<file path="src/rtl/io_tile_pkg.sv">
// Shared constants, command encoding and field-offset helpers for the gen2 IO tile.
// Defaults describe the 4-pin / 6-wire tile; the offset helpers also accept other sizes.
package io_tile_pkg;

  function automatic int clog2(input int value);
    int result;
    int rem;
    result = 32'sd0;
    rem    = value - 32'sd1;
    while (rem > 32'sd0) begin
      result = result + 32'sd1;
      rem    = rem >>> 1;
    end
    return result;
  endfunction

  localparam int IO_COUNT_DEF = 4;
  localparam int IC_COUNT_DEF = 6;
  localparam int SEL_IC       = clog2(IC_COUNT_DEF);
  localparam int SEL_IO       = clog2(IO_COUNT_DEF);
  localparam int CONFIG_WIDTH = IO_COUNT_DEF * (SEL_IC + 2) + IC_COUNT_DEF * (SEL_IO + 1);

  // Encoded as {commit, enable}.
  typedef enum logic [1:0] {
    CMD_IDLE   = 2'b00,
    CMD_SHIFT  = 2'b01,
    CMD_COMMIT = 2'b10,
    CMD_BOTH   = 2'b11
  } cfg_cmd_e;

  function automatic int pin_offset(input int i, input int sel_ic = SEL_IC);
    return i * (sel_ic + 2);
  endfunction

  function automatic int wire_offset(input int j, input int io_count = IO_COUNT_DEF,
                                     input int sel_ic = SEL_IC, input int sel_io = SEL_IO);
    return io_count * (sel_ic + 2) + j * (sel_io + 1);
  endfunction

endpackage

</file>
<file path="src/rtl/io_tile_gen2_if.sv">
// Pad and interconnect data bundle of one IO tile.
interface io_tile_gen2_if #(
  parameter int IO_COUNT = 4,
  parameter int IC_COUNT = 6
);
  logic [IO_COUNT-1:0] data_from_io;
  logic [IO_COUNT-1:0] data_to_io;
  logic [IO_COUNT-1:0] data_to_io_oe;
  logic [IC_COUNT-1:0] data_from_ic;
  logic [IC_COUNT-1:0] data_to_ic;

  modport master (
    output data_from_io, data_from_ic,
    input  data_to_io, data_to_io_oe, data_to_ic
  );

  modport slave (
    input  data_from_io, data_from_ic,
    output data_to_io, data_to_io_oe, data_to_ic
  );
endinterface

</file>
<file path="src/rtl/io_tile_config_chain.sv">
// Double-buffered configuration chain: serial shift register, bit counter and
// committed active configuration with frame-length checking.
module io_tile_config_chain
  import io_tile_pkg::*;
#(
  parameter int W = CONFIG_WIDTH
) (
  input  logic         clock,
  input  logic         reset,
  input  logic         config_in_i,
  input  logic         config_enable_i,
  input  logic         config_commit_i,
  output logic         config_out_o,
  output logic         config_valid_o,
  output logic         config_error_o,
  output logic [W-1:0] active_cfg_o
);

  localparam int            CW       = clog2(W + 2);
  localparam logic [CW-1:0] CNT_FULL = CW'(W);
  localparam logic [CW-1:0] CNT_SAT  = CW'(W + 1);

  logic [W-1:0]  shift_q, shift_d;
  logic [W-1:0]  cfg_q, cfg_d;
  logic [CW-1:0] cnt_q, cnt_d;
  logic          valid_q, valid_d;
  logic          error_q, error_d;
  cfg_cmd_e      cmd_s;

  assign cmd_s = cfg_cmd_e'({config_commit_i, config_enable_i});

  // Next-state decode for shift, commit and the rejected commit-while-shifting case.
  always_comb begin
    shift_d = shift_q;
    cfg_d   = cfg_q;
    cnt_d   = cnt_q;
    valid_d = valid_q;
    error_d = error_q;
    case (cmd_s)
      CMD_SHIFT: begin
        shift_d = {shift_q[W-2:0], config_in_i};
        cnt_d   = (cnt_q == CNT_SAT) ? cnt_q : cnt_q + CW'(1);
      end
      CMD_COMMIT: begin
        if (cnt_q == CNT_FULL) begin
          cfg_d   = shift_q;
          valid_d = 1'b1;
          error_d = 1'b0;
        end else begin
          error_d = 1'b1;
        end
        cnt_d = '0;
      end
      CMD_BOTH: begin
        // The bit still enters the chain and starts the next frame's count.
        shift_d = {shift_q[W-2:0], config_in_i};
        cnt_d   = CW'(1);
        error_d = 1'b1;
      end
      default: begin
        shift_d = shift_q;
      end
    endcase
  end

  // Configuration state registers.
  always_ff @(posedge clock) begin
    if (reset) begin
      shift_q <= '0;
      cfg_q   <= '0;
      cnt_q   <= '0;
      valid_q <= 1'b0;
      error_q <= 1'b0;
    end else begin
      shift_q <= shift_d;
      cfg_q   <= cfg_d;
      cnt_q   <= cnt_d;
      valid_q <= valid_d;
      error_q <= error_d;
    end
  end

  assign config_out_o   = shift_q[W-1];
  assign config_valid_o = valid_q;
  assign config_error_o = error_q;
  assign active_cfg_o   = cfg_q;

endmodule

</file>
<file path="src/rtl/io_tile_gen2.sv">
// IO tile: configuration chain plus pad/interconnect crossbar with optional
// per-route output register and per-pin output enable.
module io_tile_gen2
  import io_tile_pkg::*;
#(
  parameter int IO_COUNT = 4,
  parameter int IC_COUNT = 6
) (
  input  logic         clock,
  input  logic         reset,
  input  logic         config_in,
  output logic         config_out,
  input  logic         config_enable,
  input  logic         config_commit,
  output logic         config_valid,
  output logic         config_error,
  io_tile_gen2_if.slave bus
);

  localparam int TILE_SEL_IC = clog2(IC_COUNT);
  localparam int TILE_SEL_IO = clog2(IO_COUNT);
  localparam int TILE_W      = IO_COUNT * (TILE_SEL_IC + 2) + IC_COUNT * (TILE_SEL_IO + 1);

  logic [TILE_W-1:0] active_cfg_s;

  io_tile_config_chain #(.W(TILE_W)) u_chain (
    .clock           (clock),
    .reset           (reset),
    .config_in_i     (config_in),
    .config_enable_i (config_enable),
    .config_commit_i (config_commit),
    .config_out_o    (config_out),
    .config_valid_o  (config_valid),
    .config_error_o  (config_error),
    .active_cfg_o    (active_cfg_s)
  );

  for (genvar i = 0; i < IO_COUNT; i++) begin : g_pin
    localparam int OFF = pin_offset(i, TILE_SEL_IC);
    logic [TILE_SEL_IC-1:0] sel_s;
    logic                   reg_s, oe_s, mux_s, route_d, route_q;

    assign sel_s   = active_cfg_s[OFF +: TILE_SEL_IC];
    assign reg_s   = active_cfg_s[OFF + TILE_SEL_IC];
    assign oe_s    = active_cfg_s[OFF + TILE_SEL_IC + 1];
    assign route_d = mux_s;

    // Interconnect-to-pad select; an unmatched selector leaves the output at 0.
    always_comb begin
      mux_s = 1'b0;
      for (int k = 0; k < IC_COUNT; k++) begin
        mux_s = mux_s | ((sel_s == TILE_SEL_IC'(k)) & bus.data_from_ic[k]);
      end
    end

    // Route flop samples every cycle so switching the reg bit never exposes stale data.
    always_ff @(posedge clock) begin
      if (reset) begin
        route_q <= 1'b0;
      end else begin
        route_q <= route_d;
      end
    end

    assign bus.data_to_io[i]    = config_valid & (reg_s ? route_q : mux_s);
    assign bus.data_to_io_oe[i] = config_valid & oe_s;
  end

  for (genvar j = 0; j < IC_COUNT; j++) begin : g_wire
    localparam int OFF = wire_offset(j, IO_COUNT, TILE_SEL_IC, TILE_SEL_IO);
    logic [TILE_SEL_IO-1:0] sel_s;
    logic                   reg_s, mux_s, route_d, route_q;

    assign sel_s   = active_cfg_s[OFF +: TILE_SEL_IO];
    assign reg_s   = active_cfg_s[OFF + TILE_SEL_IO];
    assign route_d = mux_s;

    // Pad-to-interconnect select.
    always_comb begin
      mux_s = 1'b0;
      for (int k = 0; k < IO_COUNT; k++) begin
        mux_s = mux_s | ((sel_s == TILE_SEL_IO'(k)) & bus.data_from_io[k]);
      end
    end

    // Route flop for the registered interconnect path.
    always_ff @(posedge clock) begin
      if (reset) begin
        route_q <= 1'b0;
      end else begin
        route_q <= route_d;
      end
    end

    assign bus.data_to_ic[j] = config_valid & (reg_s ? route_q : mux_s);
  end

endmodule

</file>
<file path="src/flat_wrapper.sv">
// flat-port wrapper written by rule: the top's interface ports become plain ports
module io_tile_gen2_flat import io_tile_pkg::*;
#(
  parameter int IO_COUNT = 4,
  parameter int IC_COUNT = 6
)
  (clock, reset, config_in, config_out, config_enable, config_commit, config_valid, config_error, bus_data_from_io, bus_data_from_ic, bus_data_to_io, bus_data_to_io_oe, bus_data_to_ic);
  io_tile_gen2_if #(.IO_COUNT(IO_COUNT), .IC_COUNT(IC_COUNT)) bus_i ();
  input  logic clock;
  input  logic reset;
  input  logic config_in;
  output logic config_out;
  input  logic config_enable;
  input  logic config_commit;
  output logic config_valid;
  output logic config_error;
  input wire logic [$bits(bus_i.data_from_io)-1:0] bus_data_from_io;
  input wire logic [$bits(bus_i.data_from_ic)-1:0] bus_data_from_ic;
  output wire logic [$bits(bus_i.data_to_io)-1:0] bus_data_to_io;
  output wire logic [$bits(bus_i.data_to_io_oe)-1:0] bus_data_to_io_oe;
  output wire logic [$bits(bus_i.data_to_ic)-1:0] bus_data_to_ic;
  assign bus_i.data_from_io = bus_data_from_io;
  assign bus_i.data_from_ic = bus_data_from_ic;
  assign bus_data_to_io = bus_i.data_to_io;
  assign bus_data_to_io_oe = bus_i.data_to_io_oe;
  assign bus_data_to_ic = bus_i.data_to_ic;
  io_tile_gen2 #(.IO_COUNT(IO_COUNT), .IC_COUNT(IC_COUNT)) u_core (.clock(clock), .reset(reset), .config_in(config_in), .config_out(config_out), .config_enable(config_enable), .config_commit(config_commit), .config_valid(config_valid), .config_error(config_error), .bus(bus_i));
endmodule
</file>
<file path="config.mk">
export PLATFORM = sky130hd
export DESIGN_NAME = io_tile_gen2_flat
export DESIGN_NICKNAME = d
export VERILOG_FILES = /design/src/rtl/io_tile_pkg.sv /design/src/rtl/io_tile_gen2_if.sv /design/src/rtl/io_tile_config_chain.sv /design/src/rtl/io_tile_gen2.sv /design/src/flat_wrapper.sv
export SDC_FILE = /design/constraint.sdc
export NUM_CORES = 1
export LEC_CHECK = 0
export ABC_CLOCK_PERIOD_IN_PS = 2730
export CAP_MARGIN = 20
export CORE_AREA = 2 2 83 85
export CTS_CLUSTER_SIZE = 25
export DETAILED_ROUTE_END_ITERATION = 10
export DIE_AREA = 0 0 85 87
export PLACE_DENSITY = 0.83
export SYNTH_ARGS = -nofsm -noshare
export SYNTH_HDL_FRONTEND = slang
export SYNTH_SLANG_ARGS = --single-unit
</file>
<file path="constraint.sdc">
create_clock -name clock -period 2.73 [get_ports clock]
set_clock_uncertainty 0.05 [all_clocks]
set_input_delay 0.546 -clock clock [delete_from_list [all_inputs] [get_ports clock]]
set_output_delay 0.546 -clock clock [all_outputs]
set_load 0.01 [all_outputs]
</file>
Word-level counts from Yosys, hierarchy flattened
Cells that the tools add are included.
{"block": "word_totals", "ff_bits": 94, "in_bits": 15, "output_inout_bits": 17, "wordCells": 189}
{"block": "op_classes", "addsub": 1, "n_eq_ne": 44, "n_mux": 14, "bitwise_logic": 100, "n_reduce_logical": 15}
{"operator": "$and A1 B1 Y1", "count": 62}
{"operator": "$or A1 B1 Y1", "count": 38}
{"operator": "$eq A2 B2 Y1 const B", "count": 14}
{"operator": "$eq A3 B2 Y1 const B", "count": 8}
{"operator": "$eq A3 B3 Y1 const B", "count": 8}
{"operator": "$pmux W6 S3", "count": 1}
{"operator": "$eq A2 B1 Y1 const B", "count": 7}
{"operator": "$eq A3 B1 Y1 const B", "count": 4}
{"operator": "$eq A6 B6 Y1 const B", "count": 2}
{"operator": "$logic_not A2 Y1", "count": 6}
{"operator": "$logic_not A3 Y1", "count": 4}
{"operator": "$mux W1", "count": 11}
{"operator": "$add A6 B1 Y6 const B", "count": 1}
{"operator": "$mux W6", "count": 1}
{"operator": "$reduce_and A2 Y1", "count": 2}
{"operator": "$reduce_bool A3 Y1", "count": 1}
{"operator": "$ne A2 B2 Y1 const B", "count": 1}
{"operator": "$pmux W1 S2", "count": 1}
{"operator": "$reduce_bool A2 Y1", "count": 1}
{"operator": "$reduce_or A2 Y1", "count": 1}

Logic depth before layout (Yosys ltp)
{"block": "logic_depth", "ltp_word": 9, "depth_mapped": 7, "depth_no_buf": 5}

Modules after synthesis
Synthesis repeated with hierarchy kept, for this count alone.
{"block": "unflattened", "cells_unflattened": 415, "hier_area_um2": 4249.1}
{"mod": "io_tile_config_chain", "n_inst": 1, "cells_per_inst": 332, "area_per_inst_um2": 3447.1, "seq_area_each_um2": 1681.6}
{"mod": "io_tile_gen2", "n_inst": 1, "cells_per_inst": 83, "area_per_inst_um2": 802.0, "seq_area_each_um2": 200.2}

Worst setup path before layout
Ideal clock, no wire load.
{"block": "synth_timing", "kind": "input to output", "startpoint": "in bus_data_from_ic[3]", "endpoint": "out bus_data_to_io[0]", "arrival_time_ns": 1.335, "required_time_ns": 2.134, "path_slack_ns": 0.799, "cell_stages": 3, "path_buffers": 0, "cell_sequence": "mux4_2 a22oi_1 a21oi_1"}
{"block": "synth_between", "elab_chain_len": 6}
{"element": "start: declaration", "line": "flat_wrapper.sv:18", "source": "input wire logic [$bits(bus_i.data_from_ic)-1:0] bus_data_from_ic;"}
{"element": "$and A1 B1 Y1", "line": "io_tile_gen2.sv:52", "source": "mux_s = mux_s | ((sel_s == TILE_SEL_IC'(k)) & bus.data_from_ic[k]);"}
{"element": "$or A1 B1 Y1 (3 in a row)", "line": "io_tile_gen2.sv:52"}
{"element": "$mux W1", "line": "io_tile_gen2.sv:65", "source": "assign bus.data_to_io[i] = config_valid & (reg_s ? route_q : mux_s);"}
{"element": "$and A1 B1 Y1", "line": "io_tile_gen2.sv:65"}
{"element": "end: declaration", "line": "flat_wrapper.sv:19", "source": "output wire logic [$bits(bus_i.data_to_io)-1:0] bus_data_to_io;"}
No other way between the ends.

Worst setup path in the final report
{"block": "layout_timing", "startpoint": "in bus_data_from_io[3]", "endpoint": "out bus_data_to_ic[0]"}
{"block": "layout_between", "elab_chain_len": 4}
{"element": "start: declaration", "line": "flat_wrapper.sv:17", "source": "input wire logic [$bits(bus_i.data_from_io)-1:0] bus_data_from_io;"}
{"element": "$and A1 B1 Y1", "line": "io_tile_gen2.sv:82", "source": "mux_s = mux_s | ((sel_s == TILE_SEL_IO'(k)) & bus.data_from_io[k]);"}
{"element": "$or A1 B1 Y1", "line": "io_tile_gen2.sv:82"}
{"element": "$mux W1", "line": "io_tile_gen2.sv:95", "source": "assign bus.data_to_ic[j] = config_valid & (reg_s ? route_q : mux_s);"}
{"element": "$and A1 B1 Y1", "line": "io_tile_gen2.sv:95"}
{"element": "end: declaration", "line": "flat_wrapper.sv:21", "source": "output wire logic [$bits(bus_i.data_to_ic)-1:0] bus_data_to_ic;"}
No other way between the ends.

==> metrics.md <==
| Metric | Value |
|---|---|
| Worst Setup SP | bus_data_from_io[3] |
| CTS hold repair buffers | 0 |
| CP arrival | roughly 2 ns |
| Largest family of logic cells by synthesized area | simple AND/OR/NAND/NOR gates |
| Switching Power | between 0.5 and 0.6 mW |
| Most frequent cell after synthesis | dfxtp_1 |
| Status | finished, final reports clean |
| Layout Utilization | 68.6% |
| Worst Hold Class | flip-flop to flip-flop |
| CTS tree | yes |
| Most used DFF post-synth | dfxtp_1 |
| Via density | a little under 6 |
| Post-DP HPWL | 5.01 mm |
| Clk sink count | between 90 and 100 |
| WP buf/inv | 2 |
| Post-layout min period | around 2.6 ns |
| Largest fanout on the critical path | 6 |
| Root Driver | clkbuf_8 |
| FF+latch count, synth | 94 |
| Synthesized net count | 443 |
| Max cap viols | 0 |
| Rows | 30 |
| FF-to-FF Start | u_core.u_chain.cnt_q[2] |
| Synth top cells by count | 94 x dfxtp_1, 47 x a21oi_1, 46 x nor2_1 |
| First-pass GRT wire length | about 13 mm |
| Routed Wire Length | 7.85 mm |
| Fin Setup TNS | 0 ns |
| Worst Setup EP | bus_data_to_ic[0] |
| Area Overhead vs Synth | 13.6% |
| P per Cell Area | ~540 nW/µm² |
| Crit end category | primary output |
| Cell taking the most area after synthesis | dfxtp_1 |
| Syn Inst Count | 426 |
| Ys async rst share | 0% |
| Synth top area share | 47.4% |
| CP top delay family | buffers and inverters |
| Die area | about 7400 µm² |
| Simple-gate share of the synthesized area | between 10% and 20% |
| Crit start category | input pin |
| Via count | about 3,000 |
| Sequential power share | a little under three fifths |
| Post-synthesis cell area | approximately 4000 µm² |
| TritonCTS buffer count | 9 |
| GPL Wtd Cong | between 0.7 and 0.8 |
| WP data required | 2.13 ns |
| IO buf count | 31 |
| Final hold violations | 0 |
| Fillers | 512 |
| RSZ-0062 raised after global routing | false |
| Crit path depth | 5 |
| Clock Latency Late Sink | between 0.3 and 0.4 ns |
| Worst Setup Path Type | input pin to primary output |
| Pin count of the biggest net entering global routing | 47 |
| CTS H-Tree Depth | 3 |
| Cell breakdown of the critical path | dlygate4sd2_1 > mux4_2 > nand3b_1 > nand2_1 > clkdlybuf4s50_1 |
| Final Max Tran Viols | 0 |
| DRC viols | 0 |
| Leakage | 1.69 nW |
| Pre-Repair DR Iteration Count | 4 |
| Post-synth cell types | 36 |
| Initial antenna violation count | 0 |
| Die Ht | slightly below 90 µm |
| Proportion of layout cells with a drive suffix above 1 | a little over a tenth |
| Area contributors post-synth | dfxtp_1 47%, mux2i_1 9.6%, a21oi_1 5.9%, mux4_2 5.7%, nand3_1 5.7% |
| Post-Synth Adder-Cell Area | less than 1% |
| Register area share after synthesis | between 40% and 50% |
| Critical R2R Capture | u_core.u_chain.active_cfg_o[17] |
| Post-synthesis xor/xnor area fraction | less than 1% |
| CORE AREA | about 6600 µm² |
| Sw Ratio | a little under a quarter |
| Layout net count | between 400 and 500 |
| Synth Area in Compound Gates | 13.4% |
| Clock group share of total power | a little under two fifths |
| Worst slew margin | between 60 and 70% |
| Hold WS | around 0.43 ns |
| EDFF count, synth | 0 |
| Crit-path slowest cell | mux4_2 |
| Yosys Warn Count | 0 |
| Final setup vio count | 0 |
| Combinational Power Share | ~5.1% |
| Fin crit share | 93.5% |
| Ant diodes | 0 |
| Drt wl/cell | roughly 15 µm |
| Clk buf depth | 2 |
| Syn avg cell area | just over 9 µm² |
| Worst slew pin tran | 0.480 ns |
| Die width | roughly 85 µm |
| Int Pwr | 1.87 mW |
| IR drop worst, VDD | 0.324 mV |
| R2R depth | 4 |
| Max frequency | about 390 MHz |
| Reg-to-reg setup timing slack | 1.09 ns |
| Worst-path clk slew | ~0.10 ns |
| Grt total ovfl | 0 |
| DRT antenna net count | 0 |
| Vias in the first global route | approximately 2,900 |
| DR iter-0 viols | 132 |
| IO Count | 32 |
| Gr usage total | between 20% and 30% |
| Initial Util | between 60% and 70% |
| Multiplexer share of the synthesized area | 16.4% |
| Slowest stage delay, CP | 0.50 ns |
-- state kept, by name, summed over array words and instances (netlist names) --
signal	flops
u_core.g_pin.route_q	4
u_core.g_wire.route_q	6
u_core.u_chain.active_cfg_o	38
u_core.u_chain.cnt_q	6
u_core.u_chain.config_error_o	1
u_core.u_chain.config_valid_o	1
u_core.u_chain.shift_q	38
-- layer usage --
layer	part of all wire (%)	GRT usage (%)	vias up
met3	4.3	4.55	9
met4	1.5	8.37	0
met5	0	0	-
li1	-	-	1531
met2	48	38.1	60
met1	46	28.6	1475
-- cells in the final DEF (no fill, tap or decap), drive strengths merged, types with 10 or more instances in the layout --
cell type and n:
a21oi 47, o21ai 44, mux4 10, nand3 45, nor2b 10, inv 13
buf 12, mux2i 38, dfxtp 94, nor2 46, clkdlybuf4s50 17
-- cells by family (layout without fill, tap and decap cells) --
group	Yosys count	in the layout
compound gates	101	101
simple gates	130	130
fa+ha+maj	2	2
buf+inv	46	68
xor+xnor	1	1
flops	94	94
mux	52	52
-- per-stage QoR --
stage | worst slack (ns) | instance area [µm²] | power [mW] | std cells
2_1_floorplan | 0.799 | 3970 | 1.50 | 426
3_3_place_gp | -0.236 | 4290 | 1.54 | 512
3_5_place_dp | -0.268 | 4290 | 1.55 | 512
4_1_cts | 0.0159 | 4500 | 2.45 | 528
5_1_grt | 0.0900 | 4510 | 2.51 | 528
6_report | 0.176 | 4510 | 2.43 | 528
-- power by group through the flow --
| stage | registers [mW] | clock network, mW | logic (mW) |
|---|---|---|---|
| floorplan | 1.42 | 0 | 0.0799 |
| global placement | 1.42 | 0 | 0.121 |
| detailed placement | 1.42 | 0 | 0.124 |
| CTS | 1.39 | 0.939 | 0.125 |
| global route | 1.39 | 0.984 | 0.135 |
| finish | 1.39 | 0.915 | 0.124 |
-- worst min-delay path by stage --
stage,start,end,slack (ns),depth (start not counted)
global placement,u_core.u_chain.active_cfg_o[9],u_core.u_chain.active_cfg_o[9],0.41,2
detailed placement,u_core.u_chain.active_cfg_o[9],u_core.u_chain.active_cfg_o[9],0.41,2
floorplan,u_core.u_chain.active_cfg_o[14],u_core.u_chain.active_cfg_o[14],0.40,2
global route,u_core.u_chain.active_cfg_o[14],u_core.u_chain.active_cfg_o[14],0.45,2
finish,u_core.u_chain.shift_q[27],u_core.u_chain.active_cfg_o[27],0.43,2
CTS,u_core.u_chain.shift_q[27],u_core.u_chain.active_cfg_o[27],0.43,2
-- area by class of cell --
cell class                 count  area (µm²)  area share, %
multi-input combinational    286        1900           42.1
clock buffer                   9         124           2.75
sequential                    94        1880           41.8
timing repair buffer          41         388           8.61
clock inverter                 7        72.6           1.61
tap                           80         100           2.22
inverter                      11        41.3          0.916
-- worst reg2reg max path, delay by kind of cell (launching register included) --
family / cells / cell delay, ns
AO/OA/AOI/OAI: 2 / 0.33
buffers and inverters: 1 / 0.34
flip-flops: 1 / 0.47
AND/OR/NAND/NOR: 1 / 0.35
-- what timing repair did --
item / in CTS / in global routing
resized for setup: 12 / 4
setup buffers: 0 / 0
pin swaps: 1 / 1
endpoints found under the setup margin: 10 / 4
Note: power is estimated with default switching activity, not from simulation.
